<file path="src/rtl/causal_history_reader_pkg.sv">
// Shared definitions for the history dump reader: FSM states, framing bytes
// and the bit layout of one 32-bit history entry.  The lattice FSM writer
// builds entries with the same offsets so both ends agree on the layout.
package causal_history_reader_pkg;

    typedef enum logic [3:0] {
        ST_IDLE,
        ST_FETCH,
        ST_LATCH,
        ST_SYNC,
        ST_DATA,
        ST_TR_MARK,
        ST_TR_CNT,
        ST_TR_FLAG,
        ST_FIN
    } state_t;

    localparam logic [7:0] SYNC_BYTE  = 8'hA5;
    localparam logic [7:0] TRAIL_BYTE = 8'h5A;

    localparam int ENTRY_W  = 32;
    localparam int TS_LSB   = 16;
    localparam int TS_W     = 16;
    localparam int TRIG_LSB = 13;
    localparam int TRIG_W   = 3;
    localparam int FROM_LSB = 8;
    localparam int FROM_W   = 5;
    localparam int TO_LSB   = 3;
    localparam int TO_W     = 5;

    // Assemble one history entry from its fields; the low pad bits stay zero.
    function automatic logic [ENTRY_W-1:0] pack_entry(
        input logic [TS_W-1:0]   ts,
        input logic [TRIG_W-1:0] trig,
        input logic [FROM_W-1:0] from_state,
        input logic [TO_W-1:0]   to_state
    );
        logic [ENTRY_W-1:0] e;
        e = '0;
        e[TS_LSB   +: TS_W]   = ts;
        e[TRIG_LSB +: TRIG_W] = trig;
        e[FROM_LSB +: FROM_W] = from_state;
        e[TO_LSB   +: TO_W]   = to_state;
        return e;
    endfunction

endpackage

</file>
<file path="src/rtl/causal_history_reader_entry_serializer.sv">
// causal_entry_serializer: holds one latched 32-bit entry and hands it out
// as four bytes, most-significant first, over a valid/ready handshake.
module causal_entry_serializer
    import causal_history_reader_pkg::*;
(
    input  logic               clk,
    input  logic               rst_n,
    input  logic               load_i,
    input  logic [ENTRY_W-1:0] load_data_i,
    input  logic               go_i,
    input  logic               ready_i,
    output logic               valid_o,
    output logic [7:0]         data_o,
    output logic               last_o
);

    logic [ENTRY_W-1:0] shift_q;
    logic [1:0]         cnt_q;
    logic               valid_q;
    logic               accept;

    assign accept  = valid_q && ready_i;
    assign last_o  = accept && (cnt_q == 2'd3);
    assign valid_o = valid_q;
    assign data_o  = shift_q[ENTRY_W-1 -: 8];

    // Load captures a fresh entry; go starts presenting it; each accepted
    // byte shifts the next one up, and the fourth acceptance ends the burst.
    always_ff @(posedge clk or negedge rst_n) begin
        if (!rst_n) begin
            shift_q <= '0;
            cnt_q   <= 2'd0;
            valid_q <= 1'b0;
        end else if (load_i) begin
            shift_q <= load_data_i;
            cnt_q   <= 2'd0;
            valid_q <= 1'b0;
        end else if (go_i) begin
            valid_q <= 1'b1;
        end else if (accept) begin
            cnt_q <= cnt_q + 2'd1;
            if (cnt_q == 2'd3) begin
                valid_q <= 1'b0;
            end else begin
                shift_q <= {shift_q[ENTRY_W-9:0], 8'h00};
            end
        end
    end

endmodule

</file>
<file path="src/rtl/causal_history_reader.sv">
// causal_history_reader: dumps the history RAM as a framed byte stream.
// Each entry goes out as A5 followed by its four bytes; the frame ends with
// 5A, the entry count and an overflow flag.  Writer activity during a dump
// is tracked so that overwritten-but-unread entries are reported.
module causal_history_reader
    import causal_history_reader_pkg::*;
#(
    parameter int HISTORY_DEPTH = 128,
    parameter int PTR_BITS      = 7
) (
    input  logic                clk,
    input  logic                rst_n,
    input  logic                start,
    input  logic [PTR_BITS-1:0] wr_ptr,
    input  logic                wr_wrapped,
    input  logic                wr_strobe,
    output logic                rd_en,
    output logic [PTR_BITS-1:0] rd_addr,
    input  logic [31:0]         rd_data,
    output logic [7:0]          tx_data,
    output logic                tx_valid,
    input  logic                tx_ready,
    output logic                busy,
    output logic                done,
    output logic                overflow
);

    // Counts reach HISTORY_DEPTH, so they need one bit more than a pointer;
    // the overflow threshold can reach twice that.
    localparam int CNT_W = PTR_BITS + 1;
    localparam int THR_W = PTR_BITS + 2;

    state_t              state_q;
    logic [CNT_W-1:0]    count_q;
    logic [PTR_BITS-1:0] base_q;
    logic [CNT_W-1:0]    idx_q;
    logic [CNT_W-1:0]    latched_q;
    logic [7:0]          wr_cnt_q;
    logic                overflow_q;
    logic                rd_en_q;
    logic [PTR_BITS-1:0] rd_addr_q;
    logic                hdr_valid_q;
    logic [7:0]          hdr_data_q;
    logic                busy_q;
    logic                done_q;

    logic [CNT_W-1:0]    snap_count;
    logic [PTR_BITS-1:0] snap_base;
    logic [CNT_W-1:0]    idx_next;
    logic [THR_W-1:0]    threshold;
    logic                ovf_hit;
    logic                ser_load;
    logic                ser_go;
    logic                ser_valid;
    logic [7:0]          ser_data;
    logic                ser_last;

    // A wrapped writer means the whole RAM is valid and the oldest entry
    // sits at the next-write slot; otherwise entries 0..wr_ptr-1 are valid.
    assign snap_count = wr_wrapped ? CNT_W'(HISTORY_DEPTH) : {1'b0, wr_ptr};
    assign snap_base  = wr_wrapped ? wr_ptr : '0;
    assign idx_next   = idx_q + CNT_W'(1);

    // The writer may safely advance into the free slots plus the slots
    // whose entries have already been latched; beyond that it clobbered
    // something still waiting to be read.
    assign threshold = THR_W'(HISTORY_DEPTH) - THR_W'(count_q) + THR_W'(latched_q);
    assign ovf_hit   = busy_q && (32'(wr_cnt_q) > 32'(threshold));

    assign ser_load = (state_q == ST_LATCH);
    assign ser_go   = (state_q == ST_SYNC) && tx_ready;

    causal_entry_serializer u_serializer (
        .clk         (clk),
        .rst_n       (rst_n),
        .load_i      (ser_load),
        .load_data_i (rd_data),
        .go_i        (ser_go),
        .ready_i     (tx_ready),
        .valid_o     (ser_valid),
        .data_o      (ser_data),
        .last_o      (ser_last)
    );

    assign tx_valid = (state_q == ST_DATA) ? ser_valid : hdr_valid_q;
    assign tx_data  = (state_q == ST_DATA) ? ser_data  : hdr_data_q;
    assign rd_en    = rd_en_q;
    assign rd_addr  = rd_addr_q;
    assign busy     = busy_q;
    assign done     = done_q;
    assign overflow = overflow_q;

    // Writer activity: count strobes while a dump runs and latch overflow;
    // a strobe coinciding with the accepted start happens before the
    // snapshot and is deliberately not counted.
    always_ff @(posedge clk or negedge rst_n) begin
        if (!rst_n) begin
            wr_cnt_q   <= 8'd0;
            overflow_q <= 1'b0;
        end else if (!busy_q) begin
            if (start) begin
                wr_cnt_q   <= 8'd0;
                overflow_q <= 1'b0;
            end
        end else begin
            if (wr_strobe && (wr_cnt_q != 8'hFF)) begin
                wr_cnt_q <= wr_cnt_q + 8'd1;
            end
            if (ovf_hit) begin
                overflow_q <= 1'b1;
            end
        end
    end

    // Dump sequencer: window snapshot, RAM fetch per entry, SYNC framing,
    // trailer, and the done pulse; header/trailer bytes are registered here
    // and held until the consumer accepts them.
    always_ff @(posedge clk or negedge rst_n) begin
        if (!rst_n) begin
            state_q     <= ST_IDLE;
            count_q     <= '0;
            base_q      <= '0;
            idx_q       <= '0;
            latched_q   <= '0;
            rd_en_q     <= 1'b0;
            rd_addr_q   <= '0;
            hdr_valid_q <= 1'b0;
            hdr_data_q  <= 8'h00;
            busy_q      <= 1'b0;
            done_q      <= 1'b0;
        end else begin
            case (state_q)
                ST_IDLE: begin
                    if (start) begin
                        count_q   <= snap_count;
                        base_q    <= snap_base;
                        idx_q     <= '0;
                        latched_q <= '0;
                        busy_q    <= 1'b1;
                        if (snap_count != '0) begin
                            state_q   <= ST_FETCH;
                            rd_en_q   <= 1'b1;
                            rd_addr_q <= snap_base;
                        end else begin
                            state_q     <= ST_TR_MARK;
                            hdr_valid_q <= 1'b1;
                            hdr_data_q  <= TRAIL_BYTE;
                        end
                    end
                end
                ST_FETCH: begin
                    rd_en_q <= 1'b0;
                    state_q <= ST_LATCH;
                end
                ST_LATCH: begin
                    latched_q   <= latched_q + CNT_W'(1);
                    hdr_valid_q <= 1'b1;
                    hdr_data_q  <= SYNC_BYTE;
                    state_q     <= ST_SYNC;
                end
                ST_SYNC: begin
                    if (tx_ready) begin
                        hdr_valid_q <= 1'b0;
                        state_q     <= ST_DATA;
                    end
                end
                ST_DATA: begin
                    if (ser_last) begin
                        idx_q <= idx_next;
                        if (idx_next < count_q) begin
                            state_q   <= ST_FETCH;
                            rd_en_q   <= 1'b1;
                            rd_addr_q <= base_q + idx_next[PTR_BITS-1:0];
                        end else begin
                            state_q     <= ST_TR_MARK;
                            hdr_valid_q <= 1'b1;
                            hdr_data_q  <= TRAIL_BYTE;
                        end
                    end
                end
                ST_TR_MARK: begin
                    if (tx_ready) begin
                        hdr_data_q <= 8'(count_q);
                        state_q    <= ST_TR_CNT;
                    end
                end
                ST_TR_CNT: begin
                    if (tx_ready) begin
                        hdr_data_q <= {7'b0, overflow_q | ovf_hit};
                        state_q    <= ST_TR_FLAG;
                    end
                end
                ST_TR_FLAG: begin
                    if (tx_ready) begin
                        hdr_valid_q <= 1'b0;
                        done_q      <= 1'b1;
                        state_q     <= ST_FIN;
                    end
                end
                ST_FIN: begin
                    done_q  <= 1'b0;
                    busy_q  <= 1'b0;
                    state_q <= ST_IDLE;
                end
                default: begin
                    state_q <= ST_IDLE;
                end
            endcase
        end
    end

endmodule

</file>
<file path="config.mk">
export PLATFORM = sky130hd
export DESIGN_NAME = causal_history_reader
export DESIGN_NICKNAME = d
export VERILOG_FILES = /design/src/rtl/causal_history_reader_pkg.sv /design/src/rtl/causal_history_reader_entry_serializer.sv /design/src/rtl/causal_history_reader.sv
export SDC_FILE = /design/constraint.sdc
export NUM_CORES = 1
export LEC_CHECK = 0
export CORE_MARGIN = 2
export CORE_UTILIZATION = 30
export CTS_CLUSTER_SIZE = 30
export DETAILED_ROUTE_END_ITERATION = 8
export DONT_BUFFER_PORTS = 1
export PLACE_DENSITY = 0.46
export SETUP_SLACK_MARGIN = 0.3
export SYNTH_ARGS = -nofsm -noshare
export SYNTH_HDL_FRONTEND = slang
export SYNTH_SLANG_ARGS = --single-unit
</file>
<file path="constraint.sdc">
create_clock -name clk -period 4.66 [get_ports clk]
set_input_delay 0.932 -clock clk [delete_from_list [all_inputs] [get_ports clk]]
set_output_delay 0.932 -clock clk [all_outputs]
set_load 0.01 [all_outputs]
</file>
==> results of run 1 <==
[sequential cells by signal, indices dropped and copies added (netlist names)]
signal                cells
u_serializer.valid_o      1
overflow                  1
u_serializer.cnt_q        2
count_q                   8
u_serializer.shift_q     32
hdr_data_q                8
wr_cnt_q                  8
latched_q                 8
idx_q                     8
rd_addr                   7
hdr_valid_q               1
rd_en                     1
base_q                    7
state_q                   4
busy                      1
done                      1
[metrics by stage]
stage | cells | hold slack, ns | util | power [mW]
final | 884 | 0.277 | 0.333 | 4.74
after global routing | 884 | 0.254 | 0.333 | 5.22
after CTS | 884 | 0.260 | 0.333 | 4.80
after detailed placement | 868 | 0.475 | 0.316 | 4.00
after global placement | 868 | 0.473 | 0.316 | 3.91
after floorplan | 662 | 0.452 | - | 3.43
[worst paths after layout]
| check | to | slack (ns) | cells past startpoint |
|---|---|---|---|
| max in group asynchronous | u_serializer.shift_q[24] | 4.18 | 0 |
| min | wr_cnt_q[1] | 0.28 | 0 |
| max reg2reg | hdr_data_q[0] | 1.11 | 15 |
| min reg2reg | latched_q[7] | 0.48 | 1 |
| max | hdr_data_q[0] | 1.11 | 15 |
| min in group clk | latched_q[7] | 0.48 | 1 |
[layout make-up]
type | instances | area [um2] | area share
Tap cell | 234 | 293 | 0.0471
Inverter | 21 | 78.8 | 0.0127
Sequential cell | 98 | 2450 | 0.394
Timing Repair Buffer | 5 | 37.5 | 0.00603
Clock inverter | 6 | 73.8 | 0.0119
Multi-Input combinational cell | 510 | 3060 | 0.491
Clock buffer | 10 | 229 | 0.0368
[logic make-up after synthesis]
logic type      count (synthesis)  share of synthesized area
compound gates                166                      0.182
xor+xnor                       23                     0.0352
fa+ha+maj                      42                     0.0944
buf+inv                        54                     0.0407
flops                          98                      0.428
mux                             6                     0.0114
simple gates                  273                      0.208
[power by group through the flow]
stage / Clock, mW / Combinational [mW] / Sequential, mW
floorplan: 0 / 2.00 / 1.43
global placement: 0 / 2.36 / 1.56
detailed placement: 0 / 2.43 / 1.57
CTS: 0.806 / 2.45 / 1.55
global route: 0.848 / 2.76 / 1.61
finish: 0.789 / 2.40 / 1.55
[per-layer routing]
layer | GRT usage | vias to the layer above | part of all wire
met5 | 0 | - | 0
met1 | 0.200 | 2195 | 0.47
li1 | - | 2259 | -
met2 | 0.245 | 71 | 0.47
met3 | 0.0353 | 12 | 0.046
met4 | 0.0495 | 0 | 0.012
[critical path: stages, from the launching register on]
cell	delay [ns]
sky130_fd_sc_hd__dfrtp_1	0.38
sky130_fd_sc_hd__inv_1	0.08
sky130_fd_sc_hd__ha_1	0.29
sky130_fd_sc_hd__ha_1	0.22
sky130_fd_sc_hd__fa_1	0.40
sky130_fd_sc_hd__a21o_1	0.17
sky130_fd_sc_hd__a21oi_1	0.21
sky130_fd_sc_hd__o21bai_1	0.09
sky130_fd_sc_hd__a21oi_1	0.18
sky130_fd_sc_hd__xor2_1	0.10
sky130_fd_sc_hd__ha_1	0.21
sky130_fd_sc_hd__a211o_1	0.30
sky130_fd_sc_hd__a2111oi_0	0.38
sky130_fd_sc_hd__nor4_1	0.11
sky130_fd_sc_hd__a31oi_1	0.19
sky130_fd_sc_hd__a21oi_1	0.09
[cell usage in the layout (no fill, tap or decap), types with 2 or more instances in the layout]
cell,instances
sky130_fd_sc_hd__a21o_1,7
sky130_fd_sc_hd__a211oi_1,2
sky130_fd_sc_hd__a21oi_2,2
sky130_fd_sc_hd__or3_1,2
sky130_fd_sc_hd__xor2_1,13
sky130_fd_sc_hd__a211oi_2,2
sky130_fd_sc_hd__a31oi_1,32
sky130_fd_sc_hd__nand3_1,19
sky130_fd_sc_hd__buf_4,5
sky130_fd_sc_hd__a211o_1,2
sky130_fd_sc_hd__o211ai_1,3
sky130_fd_sc_hd__xnor2_1,10
sky130_fd_sc_hd__o31ai_1,3
sky130_fd_sc_hd__or2_1,2
sky130_fd_sc_hd__o21bai_1,3
sky130_fd_sc_hd__clkinvlp_4,2
sky130_fd_sc_hd__inv_1,21
sky130_fd_sc_hd__and3_1,4
sky130_fd_sc_hd__ha_1,40
sky130_fd_sc_hd__nand2_1,142
sky130_fd_sc_hd__inv_6,2
sky130_fd_sc_hd__nor2_2,2
sky130_fd_sc_hd__nor3_1,2
sky130_fd_sc_hd__nand2b_1,14
sky130_fd_sc_hd__nor2_1,68
sky130_fd_sc_hd__clkbuf_16,9
sky130_fd_sc_hd__nor2b_1,2
sky130_fd_sc_hd__mux2i_1,2
sky130_fd_sc_hd__mux2_2,4
sky130_fd_sc_hd__dfrtp_1,98
sky130_fd_sc_hd__a21oi_1,41
sky130_fd_sc_hd__nand4_1,8
sky130_fd_sc_hd__fa_1,2
sky130_fd_sc_hd__o21ai_0,48
sky130_fd_sc_hd__a22o_1,9
==> flow_summary.html, run 1 <==
<table>
<tr><th>Metric</th><th>Value</th></tr>
<tr><th colspan="2">GRT</th></tr>
<tr><td>Pin count of the biggest net entering global routing</td><td>99</td></tr>
<tr><td>Number of global-route vias before repair</td><td>4,622</td></tr>
<tr><td>Remaining global-route overflow</td><td>0</td></tr>
<tr><td>Aggregate global-route resource usage</td><td>0.151</td></tr>
<tr><td>Initial antenna violation count</td><td>0</td></tr>
<tr><td>Global-route wire length before repair</td><td>24.2 mm</td></tr>
<tr><th colspan="2">Die</th></tr>
<tr><td>Overall die height</td><td>142 um</td></tr>
<tr><td>X dimension of the die</td><td>142 um</td></tr>
<tr><td>Initial core utilization</td><td>0.306</td></tr>
<tr><td>Core region area</td><td>18,700 um2</td></tr>
<tr><td>Count of standard-cell rows</td><td>50</td></tr>
<tr><td>Io pins</td><td>65</td></tr>
<tr><td>Die outline area</td><td>20,200 um2</td></tr>
<tr><th colspan="2">Worst setup path</th></tr>
<tr><td>CP Capture Type</td><td>flip-flop</td></tr>
<tr><td>Startpoint of the worst setup timing path</td><td>count_q[1]</td></tr>
<tr><td>Max FO, Critical Path</td><td>3</td></tr>
<tr><td>Data arrival at the endpoint of the critical path</td><td>3.75 ns</td></tr>
<tr><td>Start of the worst register-to-register path</td><td>count_q[1]</td></tr>
<tr><td>Setup Crit Path Kind</td><td>flip-flop to flip-flop</td></tr>
<tr><td>Required arrival time at the worst endpoint</td><td>4.86 ns</td></tr>
<tr><td>Setup crit start kind</td><td>flip-flop</td></tr>
<tr><th colspan="2">Route</th></tr>
<tr><td>Detailed-router iteration count before antenna repair</td><td>4</td></tr>
<tr><td>Drt first-iter violations</td><td>278</td></tr>
<tr><td>Average wire per standard cell</td><td>16.3 um</td></tr>
<tr><td>Antenna-violating nets left</td><td>0</td></tr>
<tr><td>Detailed-route vias per instance</td><td>5.13</td></tr>
<tr><td>Total DRC errors in the routed layout</td><td>0</td></tr>
<tr><td>Total number of vias</td><td>4,537</td></tr>
<tr><td>Drt total wl</td><td>14.4 mm</td></tr>
<tr><th colspan="2">Clock network</th></tr>
<tr><td>TritonCTS clock tree</td><td>yes</td></tr>
<tr><td>Cts hold-fix bufs</td><td>0</td></tr>
<tr><td>Number of gates resized after cts</td><td>0</td></tr>
<tr><td>Clock latency on the worst-skew pair</td><td>0.36 ns</td></tr>
<tr><td>Buffers inserted by post-CTS timing repair</td><td>0</td></tr>
<tr><td>Number of sinks on the clock net</td><td>98</td></tr>
<tr><td>H-tree lvl count</td><td>3</td></tr>
<tr><td>Cell at the root of the clock tree</td><td>sky130_fd_sc_hd__clkbuf_16</td></tr>
<tr><td>Clk slew on worst S/H paths</td><td>0.07 ns</td></tr>
<tr><td>Number of buffers on the longest clock path</td><td>2</td></tr>
<tr><td>Total CTS buffers</td><td>9</td></tr>
<tr><th colspan="2">Logic synthesis</th></tr>
<tr><td>Post-Synthesis Cell Area</td><td>5720 um2</td></tr>
<tr><td>Fraction of synthesized cell area taken by the top area cell type</td><td>0.428</td></tr>
<tr><td>Portion of the post-synthesis area used by sequential elements</td><td>0.428</td></tr>
<tr><td>Number of flip-flops and latches in the synthesized netlist</td><td>98</td></tr>
<tr><td>Synthesis Warnings</td><td>0</td></tr>
<tr><td>Async set-reset flop share out of synthesis</td><td>1.00</td></tr>
<tr><td>Cell count after synthesis</td><td>662</td></tr>
<tr><td>Average size of a mapped cell</td><td>8.65 um2</td></tr>
<tr><td>Number of synthesized flops with an enable pin</td><td>0</td></tr>
<tr><td>Top cells by instance count after synthesis</td><td>sky130_fd_sc_hd__nand2_1, sky130_fd_sc_hd__dfrtp_1, sky130_fd_sc_hd__nor2_1, sky130_fd_sc_hd__o21ai_0, sky130_fd_sc_hd__a21oi_1</td></tr>
<tr><td>Synth unique cells</td><td>54</td></tr>
<tr><td>Leading cell type by number of instances after synthesis</td><td>sky130_fd_sc_hd__nand2_1</td></tr>
<tr><td>Top_reg_cell synth</td><td>sky130_fd_sc_hd__dfrtp_1</td></tr>
<tr><td>Area contributors post-synth</td><td>sky130_fd_sc_hd__dfrtp_1, sky130_fd_sc_hd__nand2_1, sky130_fd_sc_hd__ha_1, sky130_fd_sc_hd__nor2_1, sky130_fd_sc_hd__o21ai_0</td></tr>
<tr><td>Largest area contributor in the netlist</td><td>sky130_fd_sc_hd__dfrtp_1</td></tr>
<tr><td>Post-synth net total</td><td>749</td></tr>
<tr><th colspan="2">Job</th></tr>
<tr><td>Max-cap check violation count</td><td>0</td></tr>
<tr><th colspan="2">Timing</th></tr>
<tr><td>Max-slew headroom</td><td>0.283</td></tr>
<tr><td>Hold Fails Final Rpt</td><td>0</td></tr>
<tr><td>Period minus WS final</td><td>3.55 ns</td></tr>
<tr><td>Highest Clock Rate</td><td>0.282 GHz</td></tr>
<tr><td>Final total negative setup slack</td><td>0 ns</td></tr>
<tr><td>Part of the cycle the worst path needs</td><td>0.762</td></tr>
<tr><td>Tightest Pin Transition</td><td>1.07 ns</td></tr>
<tr><td>Setup repair after global routing missed its margin</td><td>no</td></tr>
<tr><td>Worst Clk Skew</td><td>0.0119 ns</td></tr>
<tr><td>Final setup violation count</td><td>0</td></tr>
<tr><td>Fin worst setup slack</td><td>1.11 ns</td></tr>
<tr><td>Number of max-slew violations in the final report</td><td>0</td></tr>
<tr><th colspan="2">Placement</th></tr>
<tr><td>Worst setup slack after placement</td><td>1.16 ns</td></tr>
<tr><td>Number of port buffers</td><td>0</td></tr>
<tr><td>Post-Place Cell Area</td><td>5920 um2</td></tr>
<tr><td>Global placement routability congestion</td><td>0.780</td></tr>
<tr><td>HPWL after DPL</td><td>10.3 mm</td></tr>
<tr><th colspan="2">Finish</th></tr>
<tr><td>Nets@finish</td><td>732</td></tr>
<tr><td>Diodes inserted</td><td>0</td></tr>
<tr><td>Post-layout instance area</td><td>6220 um2</td></tr>
<tr><td>Ratio of cells with drive above 1 in the final layout</td><td>0.0600</td></tr>
<tr><td>Synthesis-to-finish area growth</td><td>8.68%</td></tr>
<tr><td>Filler instances</td><td>1,929</td></tr>
<tr><th colspan="2">Pwr</th></tr>
<tr><td>Switching share of total power</td><td>0.454</td></tr>
<tr><td>Int Power</td><td>2.59 mW</td></tr>
<tr><td>Portion of total power attributed to combinational logic</td><td>0.507</td></tr>
<tr><td>Clock power share</td><td>0.166</td></tr>
<tr><td>Net switching power of the design</td><td>2.15 mW</td></tr>
<tr><td>Power density over cell area</td><td>761 nW/um2</td></tr>
<tr><td>Total leakage power</td><td>2.81 nW</td></tr>
<tr><td>Sequential share of power</td><td>0.327</td></tr>
<tr><td>Worst ir drop on vdd</td><td>0.285 mV</td></tr>
<tr><th colspan="2">Outcome</th></tr>
<tr><td>Outcome</td><td>complete, no violations</td></tr>
<tr><th colspan="2">Worst hold path</th></tr>
<tr><td>Worst min-delay path category</td><td>primary input to async pin</td></tr>
</table>
Power figures use the tool's default switching activity.
==> inputs of run 2 (changes only) <==
--- a/config.mk
+++ b/config.mk
@@ -5,12 +5,13 @@
 export SDC_FILE = /design/constraint.sdc
 export NUM_CORES = 1
 export LEC_CHECK = 0
+export ABC_AREA = 1
 export CORE_MARGIN = 2
 export CORE_UTILIZATION = 30
 export CTS_CLUSTER_SIZE = 30
 export DETAILED_ROUTE_END_ITERATION = 8
 export DONT_BUFFER_PORTS = 1
-export PLACE_DENSITY = 0.46
+export PLACE_DENSITY = 0.47
 export SETUP_SLACK_MARGIN = 0.3
 export SYNTH_ARGS = -nofsm -noshare
 export SYNTH_HDL_FRONTEND = slang
==> constraint.sdc (replaced) <==
create_clock -name clk -period 3.2 [get_ports clk]
set_input_delay 0.64 -clock clk [delete_from_list [all_inputs] [get_ports clk]]
set_output_delay 0.64 -clock clk [all_outputs]
set_load 0.01 [all_outputs]
==> run 2 against run 1 <==
Effect of this change:
- the run now ends with hold timing left
- total power grew 42%
- routed wire length increased by 2.1%
- sequential cell count is the same
- sequential power increased by 35%
- clock skew down 0.0028 ns
- count of clock-buffer cells in the layout stayed put
- die area grew 1.2%
- sequential share of layout area is 1.8 points lower
- maximum frequency grew 24%
==> flow_summary.html, run 2 <==
<table>
<tr><th>Metric</th><th>Value</th></tr>
<tr><th colspan="2">Outcome</th></tr>
<tr><td>Outcome</td><td>complete, but fails checks</td></tr>
<tr><td>Failing checks</td><td>hold timing</td></tr>
<tr><th colspan="2">Finish</th></tr>
<tr><td>Diodes inserted</td><td>0</td></tr>
<tr><td>Synthesis-to-finish area growth</td><td>12.4%</td></tr>
<tr><td>Ratio of cells with drive above 1 in the final layout</td><td>0.115</td></tr>
<tr><td>Leading cell types in the layout, fill and taps excluded</td><td>sky130_fd_sc_hd__nand2_1, sky130_fd_sc_hd__dfrtp_1, sky130_fd_sc_hd__inv_1, sky130_fd_sc_hd__nor2_1, sky130_fd_sc_hd__o21ai_0</td></tr>
<tr><td>Nets@finish</td><td>835</td></tr>
<tr><td>Register ranked first by flip-flop count</td><td>u_serializer.shift_q</td></tr>
<tr><td>Most frequent standard cell in the layout excluding fill and tap cells</td><td>sky130_fd_sc_hd__nand2_1</td></tr>
<tr><td>Filler instances</td><td>2,012</td></tr>
<tr><td>Flip-flop count of the largest register after layout</td><td>32</td></tr>
<tr><th colspan="2">Pwr</th></tr>
<tr><td>Power density over cell area</td><td>1030 nW/um2</td></tr>
<tr><td>Worst ir drop on vdd</td><td>0.297 mV</td></tr>
<tr><td>Total leakage power</td><td>3.24 nW</td></tr>
<tr><th colspan="2">Die</th></tr>
<tr><td>Initial core utilization</td><td>0.308</td></tr>
<tr><td>Io pins</td><td>65</td></tr>
<tr><td>Count of standard-cell rows</td><td>50</td></tr>
<tr><td>Die outline area</td><td>20,400 um2</td></tr>
<tr><td>X dimension of the die</td><td>143 um</td></tr>
<tr><td>Core region area</td><td>18,800 um2</td></tr>
<tr><td>Overall die height</td><td>143 um</td></tr>
<tr><th colspan="2">Worst setup path</th></tr>
<tr><td>Critical-path cell with the highest stage delay</td><td>sky130_fd_sc_hd__dfrtp_1</td></tr>
<tr><td>Delay of the slowest critical-path stage</td><td>0.37 ns</td></tr>
<tr><td>Required arrival time at the worst endpoint</td><td>3.49 ns</td></tr>
<tr><td>Most Frequent Cell on Critical Path</td><td>sky130_fd_sc_hd__nand2_1</td></tr>
<tr><td>Setup crit start kind</td><td>flip-flop</td></tr>
<tr><td>CP cell instances</td><td>inv_2 &gt; ha_1 &gt; ha_1 &gt; a21oi_1 &gt; nand2_1 &gt; a31oi_2 &gt; xor2_1 &gt; ha_1 &gt; nand2_1 &gt; nor2_1 &gt; a21oi_1 &gt; nand2_1 &gt; nor2_1 &gt; nand2_1 &gt; nand2_1 &gt; nand2_1 &gt; nand2_1 &gt; nand2_1 &gt; nand2_1</td></tr>
<tr><td>Data arrival at the endpoint of the critical path</td><td>3.15 ns</td></tr>
<tr><td>Max FO, Critical Path</td><td>4</td></tr>
<tr><td>CP Capture Type</td><td>flip-flop</td></tr>
<tr><td>Setup Crit Path Kind</td><td>flip-flop to flip-flop</td></tr>
<tr><th colspan="2">Timing</th></tr>
<tr><td>Worst hold slack</td><td>-0.0238 ns</td></tr>
<tr><td>Final total negative setup slack</td><td>0 ns</td></tr>
<tr><td>Tightest Pin Transition</td><td>0.627 ns</td></tr>
<tr><td>Hold Fails Final Rpt</td><td>22</td></tr>
<tr><td>Highest Clock Rate</td><td>0.349 GHz</td></tr>
<tr><td>Final setup violation count</td><td>0</td></tr>
<tr><td>Setup repair after global routing missed its margin</td><td>yes</td></tr>
<tr><td>Worst Clk Skew</td><td>0.00905 ns</td></tr>
<tr><td>Number of max-slew violations in the final report</td><td>0</td></tr>
<tr><td>Max-slew headroom</td><td>0.582</td></tr>
<tr><td>Part of the cycle the worst path needs</td><td>0.895</td></tr>
<tr><td>Period minus WS final</td><td>2.86 ns</td></tr>
<tr><th colspan="2">Route</th></tr>
<tr><td>Met3 wire len</td><td>727 um</td></tr>
<tr><td>Top sig layer</td><td>met4</td></tr>
<tr><td>Average wire per standard cell</td><td>14.6 um</td></tr>
<tr><td>Detailed-route vias per instance</td><td>4.59</td></tr>
<tr><td>Drt total wl</td><td>14.7 mm</td></tr>
<tr><td>M1 wire length</td><td>7.33 mm</td></tr>
<tr><td>Drt first-iter violations</td><td>289</td></tr>
<tr><td>Antenna-violating nets left</td><td>0</td></tr>
<tr><td>Total number of vias</td><td>4,641</td></tr>
<tr><td>Met2 WL post-DR</td><td>6.48 mm</td></tr>
<tr><td>Detailed-router iteration count before antenna repair</td><td>4</td></tr>
<tr><td>Total DRC errors in the routed layout</td><td>0</td></tr>
<tr><th colspan="2">GRT</th></tr>
<tr><td>Number of global-route vias before repair</td><td>4,311</td></tr>
<tr><td>Pin count of the biggest net entering global routing</td><td>99</td></tr>
<tr><td>Aggregate global-route resource usage</td><td>0.148</td></tr>
<tr><td>Global-route wire length before repair</td><td>23.3 mm</td></tr>
<tr><td>Initial antenna violation count</td><td>0</td></tr>
<tr><td>Remaining global-route overflow</td><td>0</td></tr>
<tr><th colspan="2">Logic synthesis</th></tr>
<tr><td>Number of synthesized flops with an enable pin</td><td>0</td></tr>
<tr><td>Post-Synthesis Cell Area</td><td>5800 um2</td></tr>
<tr><td>Async set-reset flop share out of synthesis</td><td>1.00</td></tr>
<tr><td>Top cells by instance count after synthesis</td><td>sky130_fd_sc_hd__nand2_1, sky130_fd_sc_hd__dfrtp_1, sky130_fd_sc_hd__inv_1, sky130_fd_sc_hd__nor2_1, sky130_fd_sc_hd__o21ai_0</td></tr>
<tr><td>Portion of the post-synthesis area used by sequential elements</td><td>0.423</td></tr>
<tr><td>Number of flip-flops and latches in the synthesized netlist</td><td>98</td></tr>
<tr><td>Largest area contributor in the netlist</td><td>sky130_fd_sc_hd__dfrtp_1</td></tr>
<tr><td>Synth unique cells</td><td>41</td></tr>
<tr><td>Fraction of synthesized cell area taken by the top area cell type</td><td>0.423</td></tr>
<tr><td>Leading cell type by number of instances after synthesis</td><td>sky130_fd_sc_hd__nand2_1</td></tr>
<tr><td>Synthesis Warnings</td><td>0</td></tr>
<tr><td>Post-synth net total</td><td>827</td></tr>
<tr><td>Average size of a mapped cell</td><td>7.83 um2</td></tr>
<tr><td>Area contributors post-synth</td><td>sky130_fd_sc_hd__dfrtp_1, sky130_fd_sc_hd__nand2_1, sky130_fd_sc_hd__ha_1, sky130_fd_sc_hd__inv_1, sky130_fd_sc_hd__o21ai_0</td></tr>
<tr><td>Cell count after synthesis</td><td>740</td></tr>
<tr><td>Top_reg_cell synth</td><td>sky130_fd_sc_hd__dfrtp_1</td></tr>
<tr><th colspan="2">Job</th></tr>
<tr><td>Max-cap check violation count</td><td>0</td></tr>
<tr><th colspan="2">Clock network</th></tr>
<tr><td>Clk slew on worst S/H paths</td><td>0.07 ns</td></tr>
<tr><td>Number of sinks on the clock net</td><td>98</td></tr>
<tr><td>Number of buffers on the longest clock path</td><td>2</td></tr>
<tr><td>Clock latency on the worst-skew pair</td><td>0.35 ns</td></tr>
<tr><td>Total CTS buffers</td><td>9</td></tr>
<tr><td>Cell at the root of the clock tree</td><td>sky130_fd_sc_hd__clkbuf_16</td></tr>
<tr><td>H-tree lvl count</td><td>3</td></tr>
<tr><td>TritonCTS clock tree</td><td>yes</td></tr>
<tr><th colspan="2">Placement</th></tr>
<tr><td>Global placement routability congestion</td><td>0.792</td></tr>
<tr><td>HPWL after DPL</td><td>10.7 mm</td></tr>
<tr><td>Number of port buffers</td><td>0</td></tr>
<tr><th colspan="2">Worst hold path</th></tr>
<tr><td>Worst min-delay path category</td><td>primary input to async pin</td></tr>
</table>
-- run 2: cell count changes in the layout (fill, tap and decap cells not counted), moves of 10 or more --
| cell | change |
|---|---|
| sky130_fd_sc_hd__inv_2 | +15 |
| sky130_fd_sc_hd__nand2b_1 | -14 |
| sky130_fd_sc_hd__nor2_1 | -17 |
| sky130_fd_sc_hd__o21ai_1 | +10 |
| sky130_fd_sc_hd__nand2_1 | +81 |
| sky130_fd_sc_hd__buf_4 | +13 |
| sky130_fd_sc_hd__inv_1 | +59 |
| sky130_fd_sc_hd__a21oi_1 | -19 |
-- run 2: critical path, delay by kind of cell (launching register included) --
| kind | cells | cell delay (ns) |
|---|---|---|
| AO/OA/AOI/OAI | 3 | 0.46 |
| XOR/XNOR | 1 | 0.18 |
| adder cells (fa/ha/maj) | 3 | 0.87 |
| buffers and inverters | 1 | 0.10 |
| flip-flops | 1 | 0.37 |
| AND/OR/NAND/NOR | 11 | 0.82 |
-- run 2: what timing repair did --
item | 4_1_cts | 5_1_grt
hold endpoints to repair | 98 | 98
pin swaps | 1 | 16
gates resized for setup | 2 | 24
buffers inserted | 1 | 9
setup endpoints to repair | 1 | 18
-- run 2: cell type report --
class | instances | area [um2] | area share
Clock buffer | 10 | 229 | 0.0351
Clock inverter | 4 | 55.1 | 0.00845
Sequential cell | 98 | 2450 | 0.376
Multi-Input combinational cell | 525 | 2960 | 0.454
Inverter | 96 | 363 | 0.0557
Tap cell | 260 | 325 | 0.0499
Timing Repair Buffer | 18 | 135 | 0.0207
-- run 2: cell families (layout without fill, tap and decap cells) --
group | after synthesis | in the layout | share of synthesized area
compound gates | 134 | 134 | 0.136
xor+xnor | 19 | 19 | 0.0287
fa+ha+maj | 42 | 42 | 0.0933
buf+inv | 117 | 128 | 0.0844
flops | 98 | 98 | 0.423
simple gates | 330 | 330 | 0.234
-- run 2: through the flow --
stage | instances | utilization | setup slack (ns) | total power, mW | cell area [um2]
6_report | 1011 | 0.346 | 0.337 | 6.72 | 6520
5_1_grt | 1011 | 0.346 | 0.111 | 7.43 | 6520
4_1_cts | 1002 | 0.338 | 0.314 | 6.57 | 6360
3_5_place_dp | 987 | 0.322 | 0.248 | 5.43 | 6060
3_3_place_gp | 987 | 0.322 | 0.282 | 5.43 | 6060
2_1_floorplan | 740 | - | 0.459 | 4.69 | 5800
-- run 2: final timing paths --
path,end,startpoint,cells past startpoint,slack [ns]
worst min-delay path,wr_cnt_q[5],rst_n,0,-0.02
min in group clk,overflow,start,1,0.40
max in group asynchronous,rd_addr[4],rst_n,0,3.03
worst min register to register,hdr_data_q[6],hdr_data_q[6],2,0.47
worst max-delay path,hdr_data_q[0],count_q[3],19,0.34
worst max register to register,hdr_data_q[0],count_q[3],19,0.34
-- run 2: where the power goes --
part	internal (mW)	total (mW)	switching, mW
sequential	1.74	2.10	0.363
clock	0.601	1.09	0.485
combinational	1.33	3.53	2.20
total	3.67	6.72	3.05
-- run 2: per-layer routing --
metal | vias to the layer above | GRT usage
met4 | 0 | 0.0412
met3 | 15 | 0.0335
met5 | - | 0
li1 | 2408 | -
met2 | 81 | 0.218
met1 | 2137 | 0.216
==> inputs of run 3 (changes only) <==
--- a/config.mk
+++ b/config.mk
@@ -5,14 +5,15 @@
 export SDC_FILE = /design/constraint.sdc
 export NUM_CORES = 1
 export LEC_CHECK = 0
-export ABC_AREA = 1
 export CORE_MARGIN = 2
 export CORE_UTILIZATION = 30
 export CTS_CLUSTER_SIZE = 30
 export DETAILED_ROUTE_END_ITERATION = 8
 export DONT_BUFFER_PORTS = 1
+export GPL_ROUTABILITY_DRIVEN = 0
 export PLACE_DENSITY = 0.47
 export SETUP_SLACK_MARGIN = 0.3
+export SKIP_CTS_REPAIR_TIMING = 1
 export SYNTH_ARGS = -nofsm -noshare
 export SYNTH_HDL_FRONTEND = slang
 export SYNTH_SLANG_ARGS = --single-unit
==> run 3 against run 2 <==
Effect of this change:
- total power rose by 9.0%
- die area decreased by 1.2%
- largest cell class unchanged
- the run still ends with hold timing left
- final cell count down 11%
- global-route usage down 0.092 points
- register-to-register slack worse by 0.25 ns
- routed wire length rose by 0.14%
- clock skew rose by 0.0011 ns
- first-iteration DRC count up 21%
==> flow_summary.html, run 3 (synthesized netlist as in run 1, its figures left out) <==
<table>
<tr><th>Metric</th><th>Value</th></tr>
<tr><th colspan="2">Outcome</th></tr>
<tr><td>Outcome</td><td>complete, but fails checks</td></tr>
<tr><td>Failing checks</td><td>hold timing</td></tr>
<tr><th colspan="2">Worst hold path</th></tr>
<tr><td>Worst min-delay path category</td><td>primary input to async pin</td></tr>
<tr><th colspan="2">Clock network</th></tr>
<tr><td>Clk slew on worst S/H paths</td><td>0.08 ns</td></tr>
<tr><td>Cell at the root of the clock tree</td><td>sky130_fd_sc_hd__clkbuf_16</td></tr>
<tr><td>TritonCTS clock tree</td><td>yes</td></tr>
<tr><td>H-tree lvl count</td><td>3</td></tr>
<tr><td>Number of buffers on the longest clock path</td><td>2</td></tr>
<tr><td>Number of sinks on the clock net</td><td>98</td></tr>
<tr><td>Clock latency on the worst-skew pair</td><td>0.36 ns</td></tr>
<tr><td>Total CTS buffers</td><td>9</td></tr>
<tr><th colspan="2">GRT</th></tr>
<tr><td>Remaining global-route overflow</td><td>0</td></tr>
<tr><td>Aggregate global-route resource usage</td><td>0.147</td></tr>
<tr><td>Global-route wire length before repair</td><td>23.5 mm</td></tr>
<tr><td>Initial antenna violation count</td><td>0</td></tr>
<tr><td>Pin count of the biggest net entering global routing</td><td>99</td></tr>
<tr><td>Number of global-route vias before repair</td><td>4,561</td></tr>
<tr><th colspan="2">Timing</th></tr>
<tr><td>Highest Clock Rate</td><td>0.321 GHz</td></tr>
<tr><td>Max-slew headroom</td><td>0.568</td></tr>
<tr><td>Setup repair after global routing missed its margin</td><td>yes</td></tr>
<tr><td>Hold Fails Final Rpt</td><td>21</td></tr>
<tr><td>Number of max-slew violations in the final report</td><td>0</td></tr>
<tr><td>Period minus WS final</td><td>3.11 ns</td></tr>
<tr><td>Tightest Pin Transition</td><td>0.639 ns</td></tr>
<tr><td>Final total negative setup slack</td><td>0 ns</td></tr>
<tr><td>Worst Clk Skew</td><td>0.0101 ns</td></tr>
<tr><td>Part of the cycle the worst path needs</td><td>0.972</td></tr>
<tr><td>Fin worst setup slack</td><td>0.0883 ns</td></tr>
<tr><td>Final setup violation count</td><td>0</td></tr>
<tr><td>Worst hold slack</td><td>-0.0242 ns</td></tr>
<tr><th colspan="2">Die</th></tr>
<tr><td>Io pins</td><td>65</td></tr>
<tr><td>Core region area</td><td>18,700 um2</td></tr>
<tr><td>Initial core utilization</td><td>0.306</td></tr>
<tr><td>Die outline area</td><td>20,200 um2</td></tr>
<tr><td>Overall die height</td><td>142 um</td></tr>
<tr><td>X dimension of the die</td><td>142 um</td></tr>
<tr><td>Count of standard-cell rows</td><td>50</td></tr>
<tr><th colspan="2">Placement</th></tr>
<tr><td>Worst setup slack after placement</td><td>0.0407 ns</td></tr>
<tr><td>HPWL after DPL</td><td>10.3 mm</td></tr>
<tr><td>Number of port buffers</td><td>0</td></tr>
<tr><th colspan="2">Worst setup path</th></tr>
<tr><td>Startpoint of the worst setup timing path</td><td>count_q[5]</td></tr>
<tr><td>Start of the worst register-to-register path</td><td>count_q[5]</td></tr>
<tr><td>Max FO, Critical Path</td><td>4</td></tr>
<tr><td>CP Capture Type</td><td>flip-flop</td></tr>
<tr><td>Setup Crit Path Kind</td><td>flip-flop to flip-flop</td></tr>
<tr><td>Required arrival time at the worst endpoint</td><td>3.44 ns</td></tr>
<tr><td>Setup crit start kind</td><td>flip-flop</td></tr>
<tr><td>Worst-case register-to-register setup slack</td><td>0.09 ns</td></tr>
<tr><td>Data arrival at the endpoint of the critical path</td><td>3.35 ns</td></tr>
<tr><th colspan="2">Finish</th></tr>
<tr><td>Diodes inserted</td><td>0</td></tr>
<tr><td>Synthesis-to-finish area growth</td><td>13.2%</td></tr>
<tr><td>Register ranked first by flip-flop count</td><td>u_serializer.shift_q</td></tr>
<tr><td>Filler instances</td><td>1,920</td></tr>
<tr><td>Flip-flop count of the largest register after layout</td><td>32</td></tr>
<tr><td>Nets@finish</td><td>749</td></tr>
<tr><td>Most frequent standard cell in the layout excluding fill and tap cells</td><td>sky130_fd_sc_hd__nand2_1</td></tr>
<tr><td>Ratio of cells with drive above 1 in the final layout</td><td>0.120</td></tr>
<tr><td>Leading cell types in the layout, fill and taps excluded</td><td>sky130_fd_sc_hd__nand2_1, sky130_fd_sc_hd__dfrtp_1, sky130_fd_sc_hd__nor2_1, sky130_fd_sc_hd__o21ai_0, sky130_fd_sc_hd__a21oi_1</td></tr>
<tr><th colspan="2">Route</th></tr>
<tr><td>Detailed-route vias per instance</td><td>5.12</td></tr>
<tr><td>Total number of vias</td><td>4,608</td></tr>
<tr><td>Antenna-violating nets left</td><td>0</td></tr>
<tr><td>Total DRC errors in the routed layout</td><td>0</td></tr>
<tr><td>Average wire per standard cell</td><td>16.4 um</td></tr>
<tr><td>Drt first-iter violations</td><td>350</td></tr>
<tr><td>Drt total wl</td><td>14.7 mm</td></tr>
<tr><td>Detailed-router iteration count before antenna repair</td><td>5</td></tr>
<tr><th colspan="2">Pwr</th></tr>
<tr><td>Worst ir drop on vdd</td><td>0.398 mV</td></tr>
<tr><td>Power density over cell area</td><td>1130 nW/um2</td></tr>
<tr><td>Total leakage power</td><td>2.88 nW</td></tr>
<tr><th colspan="2">Job</th></tr>
<tr><td>Max-cap check violation count</td><td>0</td></tr>
</table>
## run 3: critical path, cell delays in order, from the launching register on
cell                        delay [ns]
sky130_fd_sc_hd__dfrtp_1          0.41
sky130_fd_sc_hd__inv_1            0.10
sky130_fd_sc_hd__ha_1             0.30
sky130_fd_sc_hd__ha_1             0.36
sky130_fd_sc_hd__a21o_1           0.21
sky130_fd_sc_hd__a31oi_2          0.20
sky130_fd_sc_hd__xor2_1           0.19
sky130_fd_sc_hd__ha_1             0.28
sky130_fd_sc_hd__a211o_1          0.36
sky130_fd_sc_hd__a2111oi_4        0.23
sky130_fd_sc_hd__nor4_2           0.10
sky130_fd_sc_hd__a31oi_1          0.17
sky130_fd_sc_hd__a21oi_1          0.09
## run 3: worst paths after layout
check | cells past startpoint | end
min | 0 | wr_cnt_q[1]
min in group clk | 1 | state_q[1]
max | 12 | hdr_data_q[0]
max reg2reg | 12 | hdr_data_q[0]
max in group asynchronous | 0 | latched_q[0]
min reg2reg | 1 | u_serializer.shift_q[6]
## run 3: layer usage
metal,routed length (um),GRT usage,share of wire
met1,6700,0.190,0.45
met2,7070,0.240,0.48
met3,779,0.0400,0.053
met4,201,0.0447,0.014
met5,0,0,0
## run 3: metrics by stage
stage / cell area, um2 / total power, mW / std cells / utilization / hold WS (ns)
after detailed placement: 5980 / 5.94 / 874 / 0.320 / 0.352
after CTS: 6250 / 7.03 / 889 / 0.334 / -0.0407
final: 6480 / 7.33 / 900 / 0.346 / -0.0242
after global placement: 5980 / 5.81 / 874 / 0.320 / 0.352
after global routing: 6480 / 8.03 / 900 / 0.346 / -0.0421
after floorplan: 5740 / 5.06 / 662 / - / 0.344
## run 3: layout make-up
cell class	instances	area, um2	share of cell area
clock buffer	10	229	0.0353
clock inverter	5	38.8	0.00599
inverter	21	78.8	0.0122
multi-input combinational	510	3200	0.494
sequential	98	2460	0.379
tap	234	293	0.0452
timing repair buffer	22	178	0.0274
## run 3: where the power goes
group          switching (mW)  internal [mW]
logic                    2.35           1.74
registers               0.445           1.76
clock network           0.505          0.530
total                    3.30           4.03
